[config.mk]
export PLATFORM = sky130hd
export DESIGN_NAME = seq_row_multplr
export DESIGN_NICKNAME = d
export VERILOG_FILES = /design/src/rtl/seq_row_multplr_pkg.sv /design/src/rtl/seq_row_multplr_row.sv /design/src/rtl/seq_row_multplr.sv
export SDC_FILE = /design/constraint.sdc
export NUM_CORES = 1
export LEC_CHECK = 0
export ABC_CLOCK_PERIOD_IN_PS = 2400
export CAP_MARGIN = 10
export CORE_ASPECT_RATIO = 0.6
export CORE_MARGIN = 2
export CORE_UTILIZATION = 45
export CTS_CLUSTER_DIAMETER = 100
export DETAILED_ROUTE_END_ITERATION = 10
export PLACE_DENSITY_LB_ADDON = 0.25
export SYNTH_ARGS = -nofsm -noshare
export SYNTH_HDL_FRONTEND = slang
export SYNTH_SLANG_ARGS = --single-unit
[constraint.sdc]
create_clock -name clk -period 2.4 [get_ports clk]
set_input_delay 0.6 -clock clk [delete_from_list [all_inputs] [get_ports clk]]
set_output_delay 0.6 -clock clk [all_outputs]
set_load 0.01 [all_outputs]
[src/rtl/seq_row_multplr_pkg.sv]
// Shared definitions for the row-based sequential multiplier: FSM encoding and counter sizing.
package seq_row_multplr_pkg;

  // Encoding 2'd3 is unused; the FSM treats it as illegal and recovers to IDLE.
  typedef enum logic [1:0] {
    ST_IDLE = 2'd0,
    ST_RUN  = 2'd1,
    ST_DONE = 2'd2
  } state_t;

  function automatic int cnt_width(input int width);
    return $clog2(width + 1);
  endfunction

endpackage

[src/rtl/seq_row_multplr_row.sv]
// One row of the array multiplier: AND-gated partial product added to a running sum
// through a ripple carry chain. Purely combinational.
module comb_arr_multplr_block (
  input  logic i_a,
  input  logic i_b,
  input  logic i_sum_in,
  input  logic i_c_in,
  output logic o_s,
  output logic o_c_out
);
  logic w_pp;

  assign w_pp    = i_a & i_b;
  assign o_s     = w_pp ^ i_sum_in ^ i_c_in;
  assign o_c_out = (w_pp & i_sum_in) | (w_pp & i_c_in) | (i_sum_in & i_c_in);
endmodule

module multplr_row #(
  parameter int WIDTH = 4
) (
  input  logic [WIDTH-1:0] i_a,
  input  logic             i_b,
  input  logic [WIDTH-1:0] i_sum_in,
  output logic [WIDTH-1:0] o_s,
  output logic             o_c
);
  logic [WIDTH:0] w_carry;

  assign w_carry[0] = 1'b0;

  generate
    for (genvar gi = 0; gi < WIDTH; gi++) begin : g_cell
      comb_arr_multplr_block u_cell (
        .i_a      (i_a[gi]),
        .i_b      (i_b),
        .i_sum_in (i_sum_in[gi]),
        .i_c_in   (w_carry[gi]),
        .o_s      (o_s[gi]),
        .o_c_out  (w_carry[gi+1])
      );
    end
  endgenerate

  assign o_c = w_carry[WIDTH];
endmodule

[src/rtl/seq_row_multplr.sv]
// Unsigned WIDTH x WIDTH shift-and-add multiplier: one array row reused for WIDTH cycles,
// valid/ready handshake on both operand and product sides.
module seq_row_multplr
  import seq_row_multplr_pkg::*;
#(
  parameter int WIDTH = 4
) (
  input  logic               clk,
  input  logic               rst_n,
  input  logic               in_valid,
  output logic               in_ready,
  input  logic [WIDTH-1:0]   a,
  input  logic [WIDTH-1:0]   b,
  output logic               out_valid,
  input  logic               out_ready,
  output logic [2*WIDTH-1:0] product
);
  localparam int CW = cnt_width(WIDTH);
  localparam logic [CW-1:0] CNT_LAST = CW'(WIDTH - 1);
  localparam logic [CW-1:0] CNT_ONE  = CW'(1);

  state_t           r_state;
  logic [WIDTH-1:0] r_a;
  logic [WIDTH-1:0] r_b;
  logic [WIDTH-1:0] r_hi;
  logic [WIDTH-1:0] r_lo;
  logic [CW-1:0]    r_cnt;
  logic             r_in_ready;
  logic             r_out_valid;

  logic [WIDTH-1:0] w_s;
  logic             w_c;

  multplr_row #(.WIDTH(WIDTH)) u_row (
    .i_a      (r_a),
    .i_b      (r_b[0]),
    .i_sum_in (r_hi),
    .o_s      (w_s),
    .o_c      (w_c)
  );

  always_ff @(posedge clk or negedge rst_n) begin
    if (!rst_n) begin
      r_state     <= ST_IDLE;
      r_a         <= '0;
      r_b         <= '0;
      r_hi        <= '0;
      r_lo        <= '0;
      r_cnt       <= '0;
      r_in_ready  <= 1'b1;
      r_out_valid <= 1'b0;
    end else begin
      case (r_state)
        ST_IDLE: begin
          if (in_valid) begin
            r_a        <= a;
            r_b        <= b;
            r_hi       <= '0;
            r_lo       <= '0;
            r_cnt      <= '0;
            r_in_ready <= 1'b0;
            r_state    <= ST_RUN;
          end
        end
        ST_RUN: begin
          // The row's carry-out becomes HI's MSB, so the full 2W-bit product is never truncated.
          r_hi  <= {w_c, w_s[WIDTH-1:1]};
          r_lo  <= {w_s[0], r_lo[WIDTH-1:1]};
          r_b   <= r_b >> 1;
          r_cnt <= r_cnt + CNT_ONE;
          if (r_cnt == CNT_LAST) begin
            r_out_valid <= 1'b1;
            r_state     <= ST_DONE;
          end
        end
        ST_DONE: begin
          if (out_ready) begin
            r_out_valid <= 1'b0;
            r_in_ready  <= 1'b1;
            r_state     <= ST_IDLE;
          end
        end
        default: begin
          r_out_valid <= 1'b0;
          r_in_ready  <= 1'b1;
          r_state     <= ST_IDLE;
        end
      endcase
    end
  end

  assign in_ready  = r_in_ready;
  assign out_valid = r_out_valid;
  assign product   = {r_hi, r_lo};
endmodule

# --- Word-level counts from Yosys, hierarchy flattened ---
# Index checks and enable logic that the tools add are counted.
word_totals:
  ff_bits: 23
  output_inout_bits: 10
  elab_cells: 68
  inputBits: 12
op_classes:
  eq_ne: 6
  add_sub_neg: 1
  n_mux: 17
  n_bitwise: 29
  reduce_logical: 7
ops:
  columns: ["operator", "n"]
  rows:
  - ["one-hot mux 4 bit (2 select lines)", 3]
  - ["AND 1 bit", 14]
  - ["AND reduction 3 bit", 3]
  - ["2-to-1 mux 4 bit", 2]
  - ["XOR 1 bit", 7]
  - ["2-to-1 mux 2 bit", 3]
  - ["!= test 2 bit, second input constant", 3]
  - ["bitwise OR 1 bit", 6]
  - ["one-hot mux 1 bit (3 select lines)", 2]
  - ["one-hot mux 2 bit (3 select lines)", 1]
  - ["one-hot mux 3 bit (2 select lines)", 1]
  - ["2-to-1 mux 1 bit", 4]
  - ["AND reduction 2 bit", 2]
  - ["adder 3 x 1 -> 3 bit, second input constant", 1]
  - ["== test 3 x 2 -> 1 bit, second input constant", 1]
  - ["2-to-1 mux 3 bit", 1]
  - ["== test 2 x 1 -> 1 bit, second input constant", 1]
  - ["== test 2 bit, second input constant", 1]
  - ["logical NOT 2 bit", 1]
  - ["inverter 1 bit", 2]
  - ["nonzero test 2 bit", 1]

# --- Depth between registers and ports, before layout ---
logic_depth:
  ltp_word: 12
  depth_mapped: 7
  mapped_depth_nobuf: 7

# --- Modules after synthesis ---
# A second synthesis with hierarchy kept.
hier_totals:
  hier_cells: 105
  area_unflattened_um2: 1123.6
modules_own_cells:
  columns: ["mod", "n_inst", "cells_each", "area_per_inst_um2"]
  rows:
  - ["seq_row_multplr", 1, 80, 964.7]
  - ["comb_arr_multplr_block", 4, 6, 38.8]
  - ["multplr_row", 1, 1, 3.8]

# --- Worst setup path before layout ---
# OpenSTA, ideal clock, no wires.
synth_timing:
  path_type: "reg-to-reg"
  from: "register r_b[0]"
  to: "register r_hi[2]"
  setup_time_ps: 126
  path_slack_ps: 330
  path_stages_with_launch: 8
  t_arrival_ps: 1944
  required_ps: 2274
  cell_sequence: "dfrtp_1 and2_1 ha_1 inv_1 fa_1 fa_1 fa_1 o21ai_0"
synth_via:
  elab_chain_cells: 10
synth_lines:
  columns: ["element", "line", "text"]
  rows:
  - ["start: declaration", "seq_row_multplr.sv:24", "logic [WIDTH-1:0] r_b;"]
  - ["start signal: assignment", "seq_row_multplr.sv:69", "r_b <= r_b >> 1;"]
  - ["AND 1 bit", "seq_row_multplr_row.sv:13", "assign w_pp = i_a & i_b;"]
  - ["AND 1 bit (2 in a row)", "seq_row_multplr_row.sv:15", "assign o_c_out = (w_pp & i_sum_in) | (w_pp & i_c_in) | (i_sum_in & i_c_in);"]
  - ["bitwise OR 1 bit (2 in a row)", "seq_row_multplr_row.sv:15", null]
  - ["AND 1 bit", "seq_row_multplr_row.sv:15", null]
  - ["bitwise OR 1 bit (2 in a row)", "seq_row_multplr_row.sv:15", null]
  - ["XOR 1 bit (*)", "seq_row_multplr_row.sv:14", "assign o_s = w_pp ^ i_sum_in ^ i_c_in;"]
  - ["one-hot mux 4 bit (2 select lines) (*)", "seq_row_multplr.sv:53", "case (r_state)"]
  - ["end signal: assignment", "seq_row_multplr.sv:67", "r_hi <= {w_c, w_s[WIDTH-1:1]};"]
  - ["end: declaration", "seq_row_multplr.sv:25", "logic [WIDTH-1:0] r_hi;"]
# Mark *: on every way between the ends. The rest lies on a longest branch, timed or not.
# A chain may end at the register's enable or synchronous reset.

# --- Worst setup path after layout ---
# Same ends and word-level chain as after synthesis.

==> impl_metrics.yaml <==
status:
  status: "completed"
finish:
  antenna_cells: 0
  area_delta_synth_final_pct: 22.78
  fill_cells: 183
  nets: 135
  drive_above_1_share: 0.1121
pwr:
  seq_power_share: 0.432
  power.density_nw_per_um2: 1254
  p_sw_mw: 0.6173
  vdd_drop_max_v: 0.0005573
  total_power_mw: 1.691
  p_comb_frac: 0.430
  p_leak_nw: 0.5703
  p_int_mw: 1.074
  swShare: 0.3651
  pwr-share-clk: 0.138
die:
  core-area_um2: 2245
  chipHeight_um: 42.27
  die-area_um2: 2865
  die_w_um: 67.79
  io_pins: 22
  start_util: 0.4894
  rows: 13
synth:
  syn_inst: 97
  postSynthAreaPerCell_um2: 11.33
  synth.net_count: 115
  syn_area_um2: 1099
  ys_ff_latch: 23
  yosys-top-cells-area: "dfrtp_1 (50%), fa_1 (5.5%), a22o_1 (4.8%)"
  synthDominantCellAreaShare: 0.5011
  ys_types: 28
  ys.warnings.count: 0
  yosys.area.top_type: "dfrtp_1"
  ys_seq_area_frac: 0.5251
worst_setup_path:
  cp.arrival_ns: 2.30
  cp-end-kind: "flip-flop"
  path_max_fanout: 5
  worstSetupStartpointType: "flip-flop"
  cp.required_ns: 2.54
  critPathKind: "flip-flop to flip-flop"
global_routing:
  grt_use_total: 0.1737
  grt_max_degree: 15
  antenna_found_initial: 0
  grt_pass1_vias: 686
  grt_pass1_wl_mm: 3.546
  grt.overflow.total: 0
detailed_routing:
  num_vias: 745
  drt-pass1-iter-count: 4
  wl_met2_um: 887
  route.detailed.drc: 0
  top_layer: "met4"
  routedWlPerCell_um: 13.94
  ant_nets: 0
  wl_met3_um: 94
  routed_wl_mm: 2.035
  drt-met1-wl_mm: 1.038
  vias_per_cell: 5.103
  drtIter0Drc: 26
sta:
  hold_viol: 0
  drv_slew: 0
  max_freq_mhz: 463.2
  final.setup.tns_ns: 0
  setup_viol: 0
  period_share: 0.8995
  skew_ns: 0.005040
  tightest_slew_ns: 0.5134
  period_needed_ns: 2.159
  rsz0062_at_grt: "false"
  relSlewSlack: 0.6577
hold_path:
  worstHoldPathType: "flip-flop to flip-flop"
placed_design:
  gp_congestion: 0.8137
  numPortBuffers: 21
  dpl.hpwl_mm: 1.525
cts:
  h-tree-depth: 1
  worstSkewPairLatency_ns: 0.26
  clkTransAtPathRegs_ns: 0.08
  cts_tree: "yes"
  hold_buffers: 0
  cts_root_buffer: "clkbuf_8"
  cts_resized: 0
  cts_made_buffers: 3
  cts_setup_buffers: 0
  clockBufferDepth: 2
  clock_sinks: 23
flow_run:
  max-cap-violations: 0
path summary, 6_finish.rpt:
path	to	slack (ns)	startpoint	cells after the start
worst min register to register	r_cnt[2]$_DFFE_PN0P_	0.50	r_cnt[2]$_DFFE_PN0P_	2
min in group asynchronous	r_state[1]$_DFFE_PN0P_	0.66	rst_n	1
worst max-delay path	r_hi[2]$_DFFE_PN0P_	0.24	r_b[0]$_DFFE_PN0P_	7
worst min-delay path	r_cnt[2]$_DFFE_PN0P_	0.50	r_cnt[2]$_DFFE_PN0P_	2
max in group asynchronous	r_a[0]$_DFFE_PN0P_	1.18	rst_n	2
worst max register to register	r_hi[2]$_DFFE_PN0P_	0.24	r_b[0]$_DFFE_PN0P_	7
per-stage QoR:
step,cells,setup slack (ns),util,area (um2),hold WS [ns]
after floorplan,97,0.3301,-,1099,0.3044
after global placement,142,0.2905,0.5803,1303,0.4625
after detailed placement,142,0.2182,0.5803,1303,0.4879
after CTS,146,0.2278,0.6009,1349,0.5089
after global routing,146,0.1238,0.6009,1349,0.5208
final,146,0.2412,0.6009,1349,0.5002
area by class of cell:
class	instances	area (um2)	share of cell area
clock buffer	3	41.29	0.03061
clock inverter	1	5.005	0.003711
inverter	8	30.03	0.02226
multi-input combinational	58	432.9	0.3210
sequential	23	576.8	0.4276
tap	30	37.54	0.02783
timing repair buffer	23	225.2	0.1670
power groups by stage:
stage               clock, mW  combinational, mW  sequential (mW)
floorplan                   0              0.535            0.695
global placement            0              0.712            0.722
detailed placement          0              0.738            0.736
CTS                     0.246              0.740            0.730
global route            0.269              0.841            0.759
finish                  0.234              0.727            0.730
synth_stat cells:
master,count
nand2_1,11
nand2b_4,1
mux2i_1,1
fa_1,3
o22a_1,1
a21oi_1,2
o21a_1,1
dfstp_2,1
nor3_1,6
nand2b_1,1
o31ai_1,1
dfrtp_1,22
buf_2,1
buf_6,1
o22ai_1,2
o21ai_0,8
nor2_4,1
inv_1,8
o21bai_1,1
buf_4,5
nor2_1,2
clkbuf_2,1
mux2_2,4
and2_1,1
a22o_1,6
ha_1,3
and2b_1,1
or4b_1,1
registers in the layout (all words and copies together) (netlist names):
name and cells:
in_ready 1, r_state 2, out_valid 1, r_b 4
r_cnt 3, r_hi 4, r_lo 4, r_a 4
kinds of logic after synthesis:
kind of cell,share of synthesized area
fa+ha+maj,0.08884
compound gates,0.1333
simple gates,0.1219
mux,0.05011
flops,0.5251
buf+inv,0.08086
layer usage:
metal  vias to the layer above  GRT usage
li1                        365          -
met1                       361     0.2656
met2                        17     0.2275
met3                         2    0.06452
met4                         0    0.04800
met5                         -          0
placed cells by master, fill, tap and decap left out:
cell type | synthesis | routed
a21oi_1 | 2 | 2
a22o_1 | 6 | 6
and2_1 | 1 | 1
and2b_1 | 1 | 1
buf_4 | 5 | 2
clkbuf_8 | 0 | 3
clkdlybuf4s50_1 | 0 | 21
clkinv_2 | 0 | 1
dfrtp_1 | 22 | 22
dfstp_2 | 1 | 1
fa_1 | 3 | 3
ha_1 | 3 | 3
inv_1 | 8 | 8
mux2_2 | 4 | 4
mux2i_1 | 1 | 1
nand2_1 | 11 | 11
nand2b_1 | 1 | 1
nand2b_4 | 1 | 1
nor2_1 | 2 | 2
nor2_4 | 1 | 1
nor3_1 | 6 | 6
o21a_1 | 1 | 1
o21ai_0 | 8 | 8
o21bai_1 | 1 | 1
o22a_1 | 1 | 1
o22ai_1 | 2 | 2
o31ai_1 | 1 | 1
or4b_1 | 1 | 1
worst max-delay path: stages, from the launching register on:
cell	delay, ns
dfrtp_1	0.40
and2_1	0.15
ha_1	0.14
inv_1	0.05
fa_1	0.37
fa_1	0.39
fa_1	0.48
o21ai_0	0.08
Note: power is estimated with default switching activity, not from simulation.
